## src/rtl/cpu_pkg.sv

```systemverilog
// Shared encodings for the three-phase execution sequencer: opcodes, FSM states
// and the instruction word layout.
package cpu_pkg;

    typedef enum logic [1:0] {
        OP_ADD   = 2'd0,
        OP_SUB   = 2'd1,
        OP_XOR   = 2'd2,
        OP_MOVBR = 2'd3
    } opcode_e;

    typedef enum logic [1:0] {
        ST_FETCH = 2'd0,
        ST_EXEC  = 2'd1,
        ST_WB    = 2'd2
    } state_e;

    localparam int INSTR_W   = 8;
    localparam int OPC_LSB   = 6;
    localparam int ADDRS_LSB = 2;
    localparam int ADDRS_W   = 4;
    localparam int RD_LSB    = 4;
    localparam int RS_LSB    = 2;
    localparam int RM_LSB    = 0;
    localparam int NUM_REGS  = 4;

    // Field order matches the bit positions above; addrs overlays {rd, rs}.
    typedef struct packed {
        opcode_e    opcode;
        logic [1:0] rd;
        logic [1:0] rs;
        logic [1:0] rm;
    } instr_t;

    function automatic logic [ADDRS_W-1:0] instr_addrs(input instr_t i);
        return {i.rd, i.rs};
    endfunction

endpackage

```

## src/rtl/reg_file4.sv

```systemverilog
// Four-entry register file: two asynchronous operand read ports, an asynchronous
// debug read port and a single synchronous write port.
module reg_file4
    import cpu_pkg::*;
#(
    parameter int DATA_W = 8
) (
    input  logic              clk,
    input  logic              rst_n,
    input  logic [1:0]        ra0,
    output logic [DATA_W-1:0] rd0,
    input  logic [1:0]        ra1,
    output logic [DATA_W-1:0] rd1,
    input  logic [1:0]        dbg_sel,
    output logic [DATA_W-1:0] dbg_rdata,
    input  logic              we,
    input  logic [1:0]        wa,
    input  logic [DATA_W-1:0] wd
);

    logic [NUM_REGS-1:0][DATA_W-1:0] regs_q, regs_d;

    always_comb begin
        regs_d = regs_q;
        if (we) begin
            regs_d[wa] = wd;
        end
    end

    always_ff @(posedge clk or negedge rst_n) begin
        if (!rst_n) begin
            regs_q <= '0;
        end else begin
            regs_q <= regs_d;
        end
    end

    assign rd0       = regs_q[ra0];
    assign rd1       = regs_q[ra1];
    assign dbg_rdata = regs_q[dbg_sel];

endmodule

```

## src/rtl/exec_sequencer.sv

```systemverilog
// FETCH/EXEC/WB sequencer driving an external ALU: holds pc, flags, the toggle
// pin and the register file, and applies ALU results in the WB phase.
module exec_sequencer
    import cpu_pkg::*;
#(
    parameter int DATA_W = 8,
    parameter int PC_W   = 4
) (
    input  logic              clk,
    input  logic              rst_n,
    input  logic              run,
    output logic              fetch_req,
    output logic [PC_W-1:0]   fetch_pc,
    input  logic              fetch_valid,
    input  logic [7:0]        fetch_instr,
    output logic [1:0]        alu_opcode,
    output logic [PC_W-1:0]   alu_addrs,
    output logic [DATA_W-1:0] alu_din0,
    output logic [DATA_W-1:0] alu_din1,
    input  logic [DATA_W-1:0] alu_dout,
    input  logic              alu_carry,
    input  logic              alu_borrow,
    input  logic              alu_bcf,
    input  logic              alu_bbf,
    input  logic              alu_buc,
    input  logic              alu_toggle,
    output logic              toggle_q,
    input  logic              dbg_we,
    input  logic [1:0]        dbg_sel,
    input  logic [DATA_W-1:0] dbg_wdata,
    output logic [DATA_W-1:0] dbg_rdata
);

    state_e              state_q, state_d;
    logic [PC_W-1:0]     pc_q, pc_d;
    instr_t              instr_q, instr_d;
    logic                carry_q, carry_d;
    logic                borrow_q, borrow_d;
    logic                toggle_d;
    logic [1:0]          alu_opcode_q, alu_opcode_d;
    logic [PC_W-1:0]     alu_addrs_q, alu_addrs_d;
    logic [DATA_W-1:0]   alu_din0_q, alu_din0_d;
    logic [DATA_W-1:0]   alu_din1_q, alu_din1_d;

    instr_t              f_instr;
    logic                fetch_hs;
    logic                br_flag, br_taken;
    logic [1:0]          ra0, ra1;
    logic [DATA_W-1:0]   rd0, rd1;
    logic                rf_we;
    logic [1:0]          rf_wa;
    logic [DATA_W-1:0]   rf_wd;
    logic                unused_instr_rm;

    assign f_instr         = instr_t'(fetch_instr);
    assign fetch_hs        = fetch_req && fetch_valid;
    assign unused_instr_rm = ^instr_q.rm;

    // Operands are read straight from the incoming word so they are stable for all of EXEC and WB.
    assign ra0 = (f_instr.opcode == OP_MOVBR) ? f_instr.rm : f_instr.rd;
    assign ra1 = f_instr.rs;

    assign br_flag  = alu_bcf || alu_bbf || alu_buc;
    assign br_taken = alu_buc || (alu_bcf && carry_q) || (alu_bbf && borrow_q);

    reg_file4 #(.DATA_W(DATA_W)) u_rf (
        .clk       (clk),
        .rst_n     (rst_n),
        .ra0       (ra0),
        .rd0       (rd0),
        .ra1       (ra1),
        .rd1       (rd1),
        .dbg_sel   (dbg_sel),
        .dbg_rdata (dbg_rdata),
        .we        (rf_we),
        .wa        (rf_wa),
        .wd        (rf_wd)
    );

    always_ff @(posedge clk or negedge rst_n) begin
        if (!rst_n) begin
            state_q <= ST_FETCH;
        end else begin
            state_q <= state_d;
        end
    end

    always_comb begin
        state_d = state_q;
        case (state_q)
            ST_FETCH: if (fetch_hs) state_d = ST_EXEC;
            ST_EXEC:  state_d = ST_WB;
            ST_WB:    state_d = ST_FETCH;
            default:  state_d = ST_FETCH;
        endcase
    end

    always_comb begin
        fetch_req = rst_n && run && (state_q == ST_FETCH);
        fetch_pc  = pc_q;
    end

    always_comb begin
        pc_d         = pc_q;
        instr_d      = instr_q;
        carry_d      = carry_q;
        borrow_d     = borrow_q;
        toggle_d     = toggle_q;
        alu_opcode_d = alu_opcode_q;
        alu_addrs_d  = alu_addrs_q;
        alu_din0_d   = alu_din0_q;
        alu_din1_d   = alu_din1_q;
        rf_we        = 1'b0;
        rf_wa        = '0;
        rf_wd        = '0;
        case (state_q)
            ST_FETCH: begin
                if (fetch_hs) begin
                    instr_d      = f_instr;
                    alu_opcode_d = f_instr.opcode;
                    alu_addrs_d  = PC_W'(instr_addrs(f_instr));
                    alu_din0_d   = rd0;
                    alu_din1_d   = (f_instr.opcode == OP_MOVBR) ? '0 : rd1;
                end else if (!run && dbg_we) begin
                    rf_we = 1'b1;
                    rf_wa = dbg_sel;
                    rf_wd = dbg_wdata;
                end
            end
            ST_WB: begin
                toggle_d = toggle_q ^ alu_toggle;
                pc_d     = pc_q + PC_W'(1);
                rf_wa    = instr_q.rd;
                rf_wd    = alu_dout;
                case (instr_q.opcode)
                    OP_ADD: begin
                        rf_we   = 1'b1;
                        carry_d = alu_carry;
                    end
                    OP_SUB: begin
                        rf_we    = 1'b1;
                        borrow_d = alu_borrow;
                    end
                    OP_XOR: rf_we = 1'b1;
                    default: begin
                        // A branch flag suppresses the move even when the branch falls through.
                        if (br_taken) begin
                            pc_d = alu_addrs_q;
                        end else if (!br_flag) begin
                            rf_we = 1'b1;
                        end
                    end
                endcase
            end
            default: ;
        endcase
    end

    always_ff @(posedge clk or negedge rst_n) begin
        if (!rst_n) begin
            pc_q         <= '0;
            instr_q      <= '0;
            carry_q      <= 1'b0;
            borrow_q     <= 1'b0;
            toggle_q     <= 1'b0;
            alu_opcode_q <= '0;
            alu_addrs_q  <= '0;
            alu_din0_q   <= '0;
            alu_din1_q   <= '0;
        end else begin
            pc_q         <= pc_d;
            instr_q      <= instr_d;
            carry_q      <= carry_d;
            borrow_q     <= borrow_d;
            toggle_q     <= toggle_d;
            alu_opcode_q <= alu_opcode_d;
            alu_addrs_q  <= alu_addrs_d;
            alu_din0_q   <= alu_din0_d;
            alu_din1_q   <= alu_din1_d;
        end
    end

    assign alu_opcode = alu_opcode_q;
    assign alu_addrs  = alu_addrs_q;
    assign alu_din0   = alu_din0_q;
    assign alu_din1   = alu_din1_q;

endmodule

```

## config.mk

```make
export PLATFORM = sky130hd
export DESIGN_NAME = exec_sequencer
export DESIGN_NICKNAME = d
export VERILOG_FILES = /design/src/rtl/cpu_pkg.sv /design/src/rtl/reg_file4.sv /design/src/rtl/exec_sequencer.sv
export SDC_FILE = /design/constraint.sdc
export NUM_CORES = 1
export LEC_CHECK = 0
export ABC_CLOCK_PERIOD_IN_PS = 5440
export CORE_MARGIN = 1
export CORE_UTILIZATION = 35
export CTS_CLUSTER_SIZE = 24
export DETAILED_ROUTE_END_ITERATION = 7
export MAX_ROUTING_LAYER = met4
export PLACE_DENSITY = 0.64
export SLEW_MARGIN = 20
export SYNTH_ARGS = -nofsm -noshare
export SYNTH_HDL_FRONTEND = slang
export SYNTH_SLANG_ARGS = --single-unit
```

## constraint.sdc

```tcl
create_clock -name clk -period 5.44 [get_ports clk]
set_input_delay 1.088 -clock clk [delete_from_list [all_inputs] [get_ports clk]]
set_output_delay 1.088 -clock clk [all_outputs]
set_load 0.1 [all_outputs]
```

==> run_results.csv, run 1 <==
group,metric,value,unit
layout,post-route-cell-area,4380,sq um
critical_path,end_kind,"output pin",
place,placed_area,4160,sq um
clock_network,cts_max_level,3,
layout,area_delta_synth_final,30.3,%
routing,wl_per_cell,18.9,microns
synth,synth_area_leaders,"dfrtp_1 (47%), mux4_2 (11%), o21ai_0 (7.4%)",
sta,period_share,0.744,
synth,ys.flop_type,"dfrtp_1",
clock_network,cts_made_buffers,9,
layout,layout-drive-gt1-share,0.172,
critical_path,worst_setup_path_start_kind,"input port",
synth,syn_avg_cell_area,11.2,sq um
layout,nets,406,
place,port_buffers,72,
sta,fin_crit,4.05,ns
clock_network,ctsHoldBuffers,0,
global_routing,grt_max_degree,64,
floorplanning,rows,35,
synth,synth_nets,337,
floorplanning,die_area,10000,sq um
global_routing,grt_antenna_before_repair,0,
sta,rsz0062_at_grt,"false",
critical_path,critPathKind,"in -> out",
sta,fmax,0.247,GHz
routing,vias,2764,
clock_network,path_clk_slew,0.07,ns
global_routing,overflow,0,
routing,firstDrtPassIters,4,
critical_path,cp.required,4.35,ns
floorplanning,die_x,100,microns
synth,synth_top_area_cell,"dfrtp_1",
global_routing,grt_util_all_layers,0.210,
floorplanning,die_h,100,microns
critical_path,cp_data_arrival_time,2.96,ns
floorplanning,coreArea,9280,sq um
hold_path,min_path_type,"reg -> reg",
synth,yosys.area.top_type_share,0.469,
clock_network,post_cts_buffers,0,
synth,yosys_warnings,0,
power,power_leakage,0.00181,uW
clock_network,cts_sinks,63,
global_routing,grt_pass1_wl,15.1,mm
sta,drv_slew,0,
sta,hold_viol_final,0,
sta,worstMarginPinSlew,0.977,ns
layout,fin_util,0.472,
layout,num_antenna_cells,0,
sta,setup_viol,0,
routing,drt_wl_total,9.51,mm
job,maxCapViolCount,0,
place,gp_congestion,0.789,
routing,initialDrtViolationCount,180,
sta,fin_ws,1.39,ns
floorplanning,initial_core_util,0.362,
clock_network,root_buffer,"clkbuf_8",
synth,ys_seq_elements,63,
power,p_per_area,452,nW/um^2
routing,antenna_left,0,
sta,maxSlewHeadroom,0.347,
synth,mappedNetlistArea,3360,sq um
global_routing,grt_pass1_vias,2766,
sta,fin_skew,0.00764,ns
clock_network,cts_tree,"built",
clock_network,cts_resized,0,
sta,setup_tns,0,ns
routing,via_per_inst,5.51,
routing,drc,0,
synth,synthCells,299,
power,vdd_ir_drop_max,0.161,mV
clock_network,cts_buffer_depth,2,
clock_network,clock_latency,0.35,ns
critical_path,crit_path_max_fanout,12,
synth,synth_cell_type_count,40,
synth,synth-edff-count,0,
floorplanning,io_pins,73,
synth,yosysSeqAreaShare,0.469,
synth,async_flop_share,1.00,
place,hpwl,6.66,mm
status,outcome,"finished, final reports clean",
place,dp_slack,1.36,ns
sta,fin_hold_ws,0.483,ns
[routing by layer]
layer  routed length, microns  global-route usage  share of wire
met5                        0                   -              0
met4                      297              0.0948          0.031
met3                      542              0.0404          0.057
met2                     4620               0.337           0.49
met1                     4050               0.258           0.43
[kinds of logic (layout without fill, tap and decap cells)]
| logic type | Yosys count | in the layout | synth area share |
|---|---|---|---|
| compound gates | 108 | 108 | 0.223 |
| flops | 63 | 63 | 0.469 |
| fa+ha+maj | 1 | 1 | 0.00372 |
| mux | 37 | 37 | 0.173 |
| buf+inv | 32 | 106 | 0.0413 |
| simple gates | 57 | 57 | 0.0867 |
| xor+xnor | 1 | 1 | 0.00261 |
[path summary, 6_finish.rpt]
| check | slack (ns) | cells past startpoint | endpoint | startpoint |
|---|---|---|---|---|
| min reg2reg | 0.48 | 1 | toggle_q | toggle_q |
| max reg2reg | 2.63 | 5 | u_rf.regs_q[0] | state_q[1] |
| max in group asynchronous | 3.94 | 2 | state_q[1] | rst_n |
| min | 0.48 | 1 | toggle_q | toggle_q |
| max | 1.39 | 3 | dbg_rdata[6] | dbg_sel[0] |
| min in group asynchronous | 0.97 | 2 | u_rf.regs_q[1] | rst_n |
[registers in the layout (all words and copies together) (netlist names), 2 cells and up]
name,count
instr_q,2
alu_din0,8
u_rf.regs_q,32
fetch_pc,4
alu_din1,8
alu_addrs,2
state_q,2
alu_opcode,2
[worst max-delay path, cell delays in order]
cell and delay, ns:
clkdlybuf4s50_1 0.99, mux4_2 0.62, buf_4 0.25
[metrics by stage]
| stage | power [uW] | std cells |
|---|---|---|
| 4_1_cts | 1990 | 502 |
| 6_report | 1980 | 502 |
| 5_1_grt | 2060 | 502 |
| 3_3_place_gp | 1530 | 486 |
| 2_1_floorplan | 1320 | 299 |
| 3_5_place_dp | 1550 | 486 |
[final cells by class]
cell class / instances / area [sq um]
Fill cell: 919 / 4900
Tap cell: 129 / 161
Timing Repair Buffer: 77 / 731
Clock inverter: 7 / 87.6
Sequential cell: 63 / 1580
Multi-Input combinational cell: 204 / 1650
Inverter: 13 / 48.8
Clock buffer: 9 / 124
[cell usage after synthesis (2+ instances only)]
cell type,number
a211oi_1,15
nor3_1,2
nor2_1,11
buf_6,2
clkbuf_1,11
mux2i_1,11
nor2b_1,2
nor3b_1,6
a32oi_1,2
o21a_1,2
o21ai_0,50
nand2b_1,2
buf_2,3
mux4_2,16
a22oi_1,11
nand2_1,26
buf_1,3
and3_1,3
dfrtp_1,63
mux2_2,10
inv_1,13
a22o_1,17
[power by group]
part / internal (uW) / switching, uW / leakage, uW
clock: 254 / 191 / 0.000109
sequential: 569 / 93.5 / 0.000816
combinational: 246 / 627 / 0.000882
[cell usage in the layout, fill, tap and decap left out, drive strengths merged, types with 6 or more instances in the layout]
| cell | n |
|---|---|
| mux2 | 10 |
| nor3b | 6 |
| buf | 15 |
| mux4 | 16 |
| inv | 13 |
| mux2i | 11 |
| nand2 | 26 |
| dfrtp | 63 |
| a22o | 17 |
| a22oi | 11 |
| nor2 | 11 |
| a211oi | 15 |
| o21ai | 50 |
| clkdlybuf4s50 | 62 |
| clkbuf | 9 |
Note: power is estimated with default switching activity, not from simulation.
==> run 2: changes to the inputs <==
--- a/config.mk
+++ b/config.mk
@@ -5,13 +5,13 @@
 export SDC_FILE = /design/constraint.sdc
 export NUM_CORES = 1
 export LEC_CHECK = 0
-export ABC_CLOCK_PERIOD_IN_PS = 5440
+export ABC_CLOCK_PERIOD_IN_PS = 3440
 export CORE_MARGIN = 1
 export CORE_UTILIZATION = 35
 export CTS_CLUSTER_SIZE = 24
 export DETAILED_ROUTE_END_ITERATION = 7
 export MAX_ROUTING_LAYER = met4
-export PLACE_DENSITY = 0.64
+export PLACE_DENSITY = 0.66
 export SLEW_MARGIN = 20
 export SYNTH_ARGS = -nofsm -noshare
 export SYNTH_HDL_FRONTEND = slang
==> constraint.sdc (replaced) <==
create_clock -name clk -period 3.44 [get_ports clk]
set_input_delay 0.688 -clock clk [delete_from_list [all_inputs] [get_ports clk]]
set_output_delay 0.688 -clock clk [all_outputs]
set_load 0.1 [all_outputs]
==> run_results.csv, run 2 (synthesized netlist as in run 1, its figures left out) <==
group,metric,value,unit
status,outcome,"finished, final reports clean",
clock_network,post_cts_buffers,0,
floorplanning,die_h,100,microns
sta,drv_slew,0,
layout,nets,413,
routing,drc,0,
sta,fmax,0.347,GHz
clock_network,path_clk_slew,0.07,ns
sta,rsz0062_at_grt,"false",
layout,largest_reg_flops,32,
routing,initialDrtViolationCount,193,
floorplanning,io_pins,73,
clock_network,cts_buffer_depth,2,
place,hpwl,6.71,mm
layout,seq_area,1580,sq um
power,power_leakage,0.00188,uW
floorplanning,rows,35,
routing,drt_wl_total,9.61,mm
place,gp_congestion,0.852,
clock_network,cts_sinks,63,
clock_network,cts_made_buffers,9,
sta,hold_viol_final,0,
global_routing,grt_max_degree,64,
routing,antenna_left,0,
critical_path,critPathKind,"in -> out",
layout,multi_input_area,1650,sq um
routing,vias,2831,
critical_path,cp.required,2.75,ns
clock_network,cts_tree,"built",
routing,firstDrtPassIters,5,
hold_path,min_path_type,"reg -> reg",
global_routing,grt_pass1_wl,15.0,mm
floorplanning,coreArea,9280,sq um
routing,wl_per_cell,18.9,microns
clock_network,cts_resized,0,
sta,fin_hold_ws,0.476,ns
layout,fillers,892,
floorplanning,initial_core_util,0.362,
critical_path,critPathLaunch,"dbg_sel[1]",
layout,max_flop_register,"u_rf.regs_q",
layout,num_antenna_cells,0,
power,p_per_area,699,nW/um^2
layout,layout-drive-gt1-share,0.237,
sta,worstMarginPinSlew,0.976,ns
global_routing,grt_util_all_layers,0.207,
hold_path,worstHoldStart,"toggle_q",
critical_path,crit_path_max_fanout,7,
layout,fin_util,0.479,
sta,setup_tns,0,ns
sta,fin_crit,2.88,ns
sta,fin_skew,0.00577,ns
clock_network,ctsHoldBuffers,0,
sta,setup_viol,0,
critical_path,worst_setup_path_start_kind,"input port",
place,port_buffers,72,
critical_path,r2r_start,"state_q[1]",
global_routing,grt_pass1_vias,2782,
clock_network,clock_latency,0.34,ns
power,vdd_ir_drop_max,0.346,mV
job,maxCapViolCount,0,
power,power,3110,uW
layout,layout_common_cells,"dfrtp_1 (63), o21ai_0 (50), clkdlybuf4s50_1 (40), buf_4 (35), nand2_1 (26)",
global_routing,overflow,0,
critical_path,end_kind,"output pin",
critical_path,cp_data_arrival_time,2.19,ns
clock_network,root_buffer,"clkbuf_8",
global_routing,grt_antenna_before_repair,0,
sta,maxSlewHeadroom,0.347,
sta,fin_ws,0.561,ns
place,dp_slack,0.542,ns
layout,area_delta_synth_final,32.4,%
layout,final_common_cell,"dfrtp_1",
clock_network,cts_max_level,3,
sta,period_share,0.837,
routing,via_per_inst,5.56,
floorplanning,die_x,100,microns
floorplanning,die_area,10000,sq um
==> run 2: cell types whose count changed in the layout (fill, tap and decap cells not counted) <==
cell,previous run,this run
clkdlybuf4s50_1,62,40
buf_4,14,35
buf_12,0,8
clkbuf_1,0,2
bufinv_16,2,1
clkbuf_8,9,10
clkinv_2,4,3
clkinvlp_4,1,0
nor3_1,1,2
nor3_2,1,0
==> run 2: final cells by class <==
cell class,instances,share of cell area
Clock buffer,12,0.0326
Sequential cell,63,0.354
Timing Repair Buffer,84,0.186
Multi-Input combinational cell,204,0.370
Inverter,13,0.0110
Tap cell,129,0.0363
Clock inverter,4,0.0101
==> run 2: through the flow <==
stage / area [sq um] / cells
after floorplan: 3360 / 299
after global placement: 4260 / 493
after detailed placement: 4260 / 493
after CTS: 4450 / 509
after global routing: 4450 / 509
final: 4450 / 509
==> run 2: power breakdown <==
| part | leakage, uW | internal, uW | switching [uW] |
|---|---|---|---|
| Sequential | 0.000816 | 900 | 153 |
| Clock | 0.000100 | 352 | 289 |
| Combinational | 0.000967 | 412 | 1000 |
| Total | 0.00188 | 1660 | 1450 |
==> run 2: critical path: stages <==
cell and delay [ns]:
clkdlybuf4s50_1 0.69, buf_4 0.26, mux4_2 0.36, buf_12 0.19
==> run 2: final timing paths <==
path                              endpoint  cells after the start  slack, ns
setup / recovery              dbg_rdata[5]                      4       0.56
hold / removal                    toggle_q                      1       0.48
setup reg to reg            u_rf.regs_q[0]                      4       0.83
hold reg to reg                   toggle_q                      1       0.48
max in group asynchronous  u_rf.regs_q[29]                      2       2.32
min in group asynchronous   u_rf.regs_q[2]                      2       0.59
==> run 2: metal layers <==
metal | track usage | routed length (microns) | share of wire
met5 | - | 0 | 0
met4 | 0.0747 | 182 | 0.019
met3 | 0.0529 | 693 | 0.072
met2 | 0.323 | 4630 | 0.48
met1 | 0.263 | 4110 | 0.43
